## config.mk

```make
export PLATFORM = sky130hd
export DESIGN_NAME = four_bit_cla
export DESIGN_NICKNAME = d
export VERILOG_FILES = /design/src/rtl/four_bit_cla_pkg.sv /design/src/rtl/four_bit_cla_logic.sv /design/src/rtl/four_bit_cla.sv
export SDC_FILE = /design/constraint.sdc
export NUM_CORES = 1
export LEC_CHECK = 0
export CORE_AREA = 3 3 40 42
export CTS_CLUSTER_SIZE = 14
export DETAILED_ROUTE_END_ITERATION = 8
export DIE_AREA = 0 0 43 45
export SLEW_MARGIN = 20
export SYNTH_ARGS = -nofsm -noshare
export SYNTH_HDL_FRONTEND = slang
export SYNTH_HIERARCHICAL = 1
export SYNTH_SLANG_ARGS = --single-unit
export TNS_END_PERCENT = 30
```

## constraint.sdc

```tcl
create_clock -name clk -period 1.12 [get_ports clk]
set_input_delay 0.168 -clock clk [delete_from_list [all_inputs] [get_ports clk]]
set_output_delay 0.168 -clock clk [all_outputs]
set_load 0.005 [all_outputs]
```

## src/rtl/four_bit_cla_pkg.sv

```systemverilog
// Shared definitions for the 4-bit carry-lookahead adder slice and the
// second-level lookahead unit that consumes its group propagate/generate.
package four_bit_cla_pkg;

    localparam int CLA_W = 4;

    // Group propagate/generate pair handed to the next lookahead level.
    typedef struct packed {
        logic pg;
        logic gg;
    } cla_grp_t;

endpackage

```

## src/rtl/four_bit_cla_logic.sv

```systemverilog
// Purely combinational lookahead core: bit P/G, parallel carries, sum and
// group P/G. Every carry is a flat sum of products over the bit P/G terms,
// so the all-propagate case never ripples.
import four_bit_cla_pkg::*;

module cla_logic (
    input  logic [CLA_W-1:0] a,
    input  logic [CLA_W-1:0] b,
    input  logic             cin,
    output logic [CLA_W-1:0] sum,
    output logic             c3,
    output logic             c4,
    output cla_grp_t         grp
);

    logic [CLA_W-1:0] p;
    logic [CLA_W-1:0] g;
    logic [CLA_W:0]   c;

    // Bit propagate/generate, flat two-level carries, sum and group terms.
    always_comb begin
        p = a ^ b;
        g = a & b;

        c[0] = cin;
        c[1] = g[0] | (p[0] & c[0]);
        c[2] = g[1] | (p[1] & g[0]) | (p[1] & p[0] & c[0]);
        c[3] = g[2] | (p[2] & g[1]) | (p[2] & p[1] & g[0])
                    | (p[2] & p[1] & p[0] & c[0]);
        c[4] = g[3] | (p[3] & g[2]) | (p[3] & p[2] & g[1])
                    | (p[3] & p[2] & p[1] & g[0])
                    | (p[3] & p[2] & p[1] & p[0] & c[0]);

        sum = p ^ c[CLA_W-1:0];
        c3  = c[3];
        c4  = c[4];

        // Group generate deliberately excludes cin so the next level can
        // combine slices without waiting on this slice's carry-in.
        grp.pg = p[3] & p[2] & p[1] & p[0];
        grp.gg = g[3] | (p[3] & g[2]) | (p[3] & p[2] & g[1])
                      | (p[3] & p[2] & p[1] & g[0]);
    end

endmodule

```

## src/rtl/four_bit_cla.sv

```systemverilog
// Registered 4-bit carry-lookahead adder slice: one-cycle latency, a new
// operation every cycle, all outputs cleared asynchronously by rst_n.
import four_bit_cla_pkg::*;

module four_bit_cla (
    input  logic             clk,
    input  logic             rst_n,
    input  logic [CLA_W-1:0] A,
    input  logic [CLA_W-1:0] B,
    input  logic             cin,
    output logic [CLA_W-1:0] sum,
    output logic             cout,
    output logic             ovf,
    output logic             pg,
    output logic             gg
);

    logic [CLA_W-1:0] sum_c;
    logic             c3_c;
    logic             c4_c;
    cla_grp_t         grp_c;

    cla_logic u_cla_logic (
        .a   (A),
        .b   (B),
        .cin (cin),
        .sum (sum_c),
        .c3  (c3_c),
        .c4  (c4_c),
        .grp (grp_c)
    );

    // Output register; reset drops any in-flight result.
    always_ff @(posedge clk or negedge rst_n) begin
        if (!rst_n) begin
            sum  <= '0;
            cout <= 1'b0;
            ovf  <= 1'b0;
            pg   <= 1'b0;
            gg   <= 1'b0;
        end else begin
            sum  <= sum_c;
            cout <= c4_c;
            ovf  <= c4_c ^ c3_c;
            pg   <= grp_c.pg;
            gg   <= grp_c.gg;
        end
    end

endmodule

```

==> results of run 1 <==
per-layer routing:
layer,global-route usage [%],routed length [um]
met1,10.03,335
met2,24.85,560
met3,3.586,80
met4,9.639,46
met5,0,0
cells in the final DEF (no fill, tap or decap):
master | netlist | layout
dlygate4sd2_1 | 0 | 9
dfrtp_1 | 8 | 8
buf_4 | 0 | 7
clkbuf_2 | 0 | 5
inv_1 | 4 | 4
ha_4 | 0 | 4
clkbuf_4 | 0 | 3
a21o_1 | 3 | 3
xor2_1 | 2 | 2
dlymetal6s2s_1 | 0 | 2
xnor2_1 | 2 | 2
nand3_2 | 1 | 2
clkdlybuf4s50_1 | 0 | 1
buf_6 | 0 | 1
a21oi_1 | 1 | 1
nand4_1 | 1 | 1
a21oi_4 | 0 | 1
nand2_1 | 1 | 1
and4_2 | 1 | 1
fa_1 | 1 | 1
sequential cells by signal, indices dropped and copies added, names as in the netlist:
register	count
sum	4
ovf	1
gg	1
cout	1
pg	1
cell type report:
cell class              instances  area (um^2)  area share, %
clock buffers                   3        22.52          3.226
inverters                       4        15.01          2.151
multi-input cells              19        239.0          34.23
flip-flops and latches          8        200.2          28.67
well taps                      15        18.77          2.688
repair buffers                 25        202.7          29.03
cell families after synthesis:
group / share of synthesized area, %
adder cells (fa/ha/maj): 17.89
flip-flops: 51.12
AND/OR/NAND/NOR: 8.945
XOR/XNOR: 8.947
AO/OA/AOI/OAI: 9.264
buffers and inverters: 3.833
power breakdown:
part	internal, mW	switching (mW)
clock network	0.122	0.0920
registers	0.335	0.00943
logic	0.160	0.114
total	0.617	0.215
stage by stage:
stage | TNS [ns] | total power, mW | hold WS, ns | utilization [%] | cells
6_report | 0 | 0.8322 | 0.1936 | 54.33 | 74
3_5_place_dp | -3.085 | 0.6444 | 0.4514 | 51.80 | 70
5_1_grt | 0 | 0.8839 | 0.2305 | 54.33 | 74
3_3_place_gp | -2.731 | 0.6283 | 0.4462 | 51.80 | 70
4_1_cts | -0.01567 | 0.8249 | 0.1977 | 55.21 | 74
2_1_floorplan | 0 | 0.4566 | -0.1276 | - | 31
how the worst max path moves through the flow:
stage / from / end / slack (ns)
floorplan: A[2] / ovf / 0.009
global placement: A[2] / ovf / -0.48
detailed placement: A[2] / ovf / -0.53
CTS: A[2] / ovf / -0.02
global route: B[2] / ovf / 0.01
finish: B[2] / ovf / 0.07
repair_timing:
| action | in CTS | in global routing |
|---|---|---|
| buffers inserted | 1 | 0 |
| gates resized for setup | 18 | 16 |
| pin swaps | 4 | 7 |
| endpoints found under the setup margin | 16 | 3 |
==> out/qor.csv, run 1 <==
stage,metric,value,unit
timing,Max Slew Vio Count,0,
timing,max frequency,950.7,MHz
critical_path,CP Launch Type,input pin,
placement,IO Port Bufs,18,
die,die width,43,um
grt,gr usage total,12.49,%
finish,Synth-to-Final Area Change,78.27,%
cts,Worst-path clk slew,0.06,ns
yosys,"top cells by area, synth","dfrtp_1 51%, ha_1 13%, a21o_1 5.8%",
placement,pre-CTS setup slack,-0.5286,ns
placement,placer congestion estimate,0.8016,
critical_path,crit path kind,in2reg,
critical_path,worst-path cell chain,"buf_6, ha_4, a21oi_4, nand3_2, a21o_1, xor2_1",
detailed_routing,routed len/inst,13.82,um
hold_path,class of the worst hold path,in2async,
power,P_leak,0.3715,nW
run_status,status,completed,
detailed_routing,via count,357,
critical_path,Required @ worst endpoint,1.24,ns
yosys,cell accounting for the most synthesized area,dfrtp_1,
yosys,Syn. warnings,6,
yosys,"EDFF count, synth",0,
finish,Fillers,124,
critical_path,Crit-path slowest cell,ha_4,
timing,period utilisation layout,93.92,%
grt,initial antenna violation count,0,
yosys,top cell type's share of synthesized area,51.12,%
timing,"Min Clock Period, post-route",1.052,ns
critical_path,crit end category,register,
cts,root buf cell,clkbuf_4,
critical_path,Crit path buffers/inverters,1,
critical_path,critical-path maximum fanout,4,
grt,vias in the first global route,395,
yosys,Synth async-reset ratio,100.0,%
cts,CTS buffer count,3,
placement,post-detail-place hpwl,756.8,um
finish,share of layout cells above drive strength 1,40.68,%
die,DIE HEIGHT,45,um
finish,"Design Area, Final",698.2,um^2
cts,CTS tree,built,
yosys,leading cell type by number of instances after synthesis,dfrtp_1,
cts,H-Tree Depth,1,
detailed_routing,drt pass-1 iters,2,
yosys,Synth top cells by count,"8 x dfrtp_1, 4 x ha_1, 4 x inv_1",
yosys,net count after synthesis,47,
critical_path,CP top delay family,compound AO/OA/AOI/OAI gates,
timing,worst rel slew slack,75.83,%
critical_path,Worst Path Arrival,1.17,ns
cts,Max clock buf depth,2,
flow_run,MaxCap Viol Count,0,
die,Rows,13,
timing,Final Hold Vio Count,0,
yosys,synthesized area,391.6,um^2
timing,final worst setup slack,0.06809,ns
yosys,synthesis-stage register bit count,8,
finish,# nets final,77,
yosys,dominant synthesized flop cell,dfrtp_1,
yosys,synthesized area per cell,12.63,um^2
detailed_routing,Total Routed Length,1023,um
detailed_routing,post-route ant nets,0,
timing,Setup-failing EPs final,0,
placement,Area after DPL,665.6,um^2
detailed_routing,DR vias/cell,4.824,
timing,RSZ-0062 raised after global routing,false,
grt,first-pass GRT wire length,1718,um
die,# IOs,19,
grt,Overflow after GRT,0,
cts,Hold Buf Count CTS,0,
critical_path,largest stage delay on the critical path,0.25,ns
cts,# clock sinks,8,
detailed_routing,DRT iter0 DRCs,1,
detailed_routing,DRC Markers,0,
die,core region area,1285,um^2
grt,pin count of the biggest net entering global routing,9,
power,VDD IR max,0.4503,mV
die,Starting Density,30.48,%
yosys,post-synth cell types,14,
critical_path,Crit. path cell count,6,
die,die footprint,1935,um^2
timing,actual slew at the worst max-slew pin,0.3615,ns
yosys,register area share after synthesis,51.12,%
yosys,cell count after synthesis,31,
power,PD cells,1192,nW/um^2
finish,diode count,0,
Power figures use the tool's default switching activity.
==> run 2: changes to the inputs <==
--- a/config.mk
+++ b/config.mk
@@ -9,6 +9,7 @@
 export CTS_CLUSTER_SIZE = 14
 export DETAILED_ROUTE_END_ITERATION = 8
 export DIE_AREA = 0 0 43 45
+export PLACE_DENSITY = 0.58
 export SLEW_MARGIN = 20
 export SYNTH_ARGS = -nofsm -noshare
 export SYNTH_HDL_FRONTEND = slang
==> run 2 against run 1 <==
Compared with the run above: via count decreased by 7.0%; sequential power barely moved; global-route usage fell by 3.1 points; highest routed layer is now met3; clock power decreased by 6%; fmax shrank 4.8%; power down 3.5%; clock-buffer cell count is the same; combinational power decreased by 6%; non-clock buffer count down 3; routed wire length shrank 18%; critical path depth is 2 lower.
==> out/qor.csv, run 2 (synthesis gave the netlist of run 1 again) <==
stage,metric,value,unit
finish,"commonest non-fill, non-tap cells in the layout","10 x dlygate4sd2_1, 8 x dfrtp_1, 4 x buf_4, 4 x inv_1, 4 x ha_4",
cts,H-Tree Depth,1,
hold_path,class of the worst hold path,in2async,
power,VDD IR max,0.4564,mV
detailed_routing,post-route ant nets,0,
cts,Max clock buf depth,2,
timing,"Min Clock Period, post-route",1.105,ns
die,core region area,1285,um^2
timing,worst rel slew slack,77.37,%
grt,pin count of the biggest net entering global routing,9,
cts,CTS buffer count,3,
detailed_routing,met1 wire length,249,um
placement,Area after DPL,650.6,um^2
grt,initial antenna violation count,0,
die,die footprint,1935,um^2
critical_path,Worst Path Arrival,1.23,ns
critical_path,Required @ worst endpoint,1.25,ns
detailed_routing,DR vias/cell,4.676,
critical_path,crit end category,register,
detailed_routing,Total Routed Length,835,um
timing,actual slew at the worst max-slew pin,0.3385,ns
critical_path,critical-path maximum fanout,3,
timing,period utilisation layout,98.64,%
grt,first-pass GRT wire length,1324,um
detailed_routing,max layer used,met3,
placement,IO Port Bufs,18,
detailed_routing,DRT iter0 DRCs,1,
critical_path,largest stage delay on the critical path,0.50,ns
power,PD cells,1171,nW/um^2
finish,"non-filler cells, final",71,
critical_path,worst-path cell chain,"clkdlybuf4s50_1, ha_4, a21o_1, xor2_1",
finish,# nets final,74,
die,die width,43,um
finish,"Design Area, Final",685.7,um^2
detailed_routing,drt pass-1 iters,4,
cts,Worst-path clk slew,0.05,ns
die,Starting Density,30.48,%
cts,# clock sinks,8,
critical_path,crit path kind,in2reg,
die,# IOs,19,
detailed_routing,DRC Markers,0,
placement,Cells after DPL,68,
cts,root buf cell,clkbuf_4,
timing,setup_tns,0,ns
timing,Setup-failing EPs final,0,
detailed_routing,routed len/inst,11.76,um
grt,Overflow after GRT,0,
flow_run,MaxCap Viol Count,0,
finish,share of layout cells above drive strength 1,30.36,%
finish,Largest register FFs,4,
grt,gr usage total,9.391,%
placement,post-detail-place hpwl,695.1,um
critical_path,CP Launch Type,input pin,
timing,Max Slew Vio Count,0,
finish,Finished Core Util,53.36,%
cts,Hold Buf Count CTS,0,
finish,Largest Register,sum,
finish,diode count,0,
detailed_routing,via count,332,
die,Rows,13,
timing,max frequency,905.2,MHz
critical_path,Crit-path slowest cell,clkdlybuf4s50_1,
grt,vias in the first global route,349,
timing,Final Hold Vio Count,0,
detailed_routing,DR WL met2,490,um
placement,placer congestion estimate,0.7888,
power,P_leak,0.3489,nW
die,DIE HEIGHT,45,um
finish,Synth-to-Final Area Change,75.08,%
detailed_routing,routed wl met3,94,um
run_status,status,completed,
cts,CTS tree,built,
finish,"commonest non-fill, non-tap cell in the layout",dlygate4sd2_1,
run 2: cell count changes in the layout (fill, tap and decap cells not counted), sizes merged:
cell / delta
buf: -4
clkbuf: -3
clkdlybuf4s15: +3
clkdlybuf4s50: +1
dlygate4sd2: +1
dlymetal6s2s: -1
run 2: worst max-delay path: cells and delay by family:
kind | cells | cell delay [ns]
buffers and inverters | 1 | 0.50
adder cells (fa/ha/maj) | 1 | 0.21
AO/OA/AOI/OAI | 1 | 0.20
XOR/XNOR | 1 | 0.16
run 2: cell type report:
type	count	area (um^2)
Sequential cell	8	200.2
Inverter	4	15.01
Tap cell	15	18.77
Multi-Input combinational cell	19	239.0
Clock buffer	3	22.52
Timing Repair Buffer	22	190.2
Fill cell	118	599.3
run 2: worst max path at each step:
stage	startpoint	depth (start not counted)	endpoint
4_1_cts	A[2]	6	ovf
2_1_floorplan	A[2]	5	ovf
6_report	B[3]	4	ovf
3_3_place_gp	A[2]	6	ovf
3_5_place_dp	A[2]	6	ovf
5_1_grt	B[3]	4	ovf
run 2: layer usage:
metal / track usage, % / vias up
met4: 9.036 / 0
met2: 17.37 / 19
met1: 8.333 / 155
li1: - / 158
met5: 0 / -
met3: 1.992 / 0
run 2: report_power, final:
| part | switching (mW) | total [mW] | internal (mW) |
|---|---|---|---|
| Combinational | 0.106 | 0.257 | 0.152 |
| Sequential | 0.00930 | 0.345 | 0.335 |
| Clock | 0.0797 | 0.201 | 0.121 |
| Total | 0.195 | 0.803 | 0.608 |
run 2: what timing repair did:
| action | 4_1_cts | 5_1_grt |
|---|---|---|
| setup endpoints to repair | 15 | 2 |
| pin swaps | 1 | 6 |
| buffers inserted | 0 | 0 |
| resized for setup | 17 | 9 |
run 2: metrics by stage:
step | hold slack [ns] | setup slack (ns) | power, mW
final | 0.1922 | 0.01526 | 0.8032
after CTS | 0.1904 | 0.001322 | 0.8097
after global routing | 0.2301 | -0.0006857 | 0.8500
after floorplan | -0.1276 | 0.008705 | 0.4566
after detailed placement | 0.4531 | -0.4945 | 0.6347
after global placement | 0.4457 | -0.4762 | 0.6229
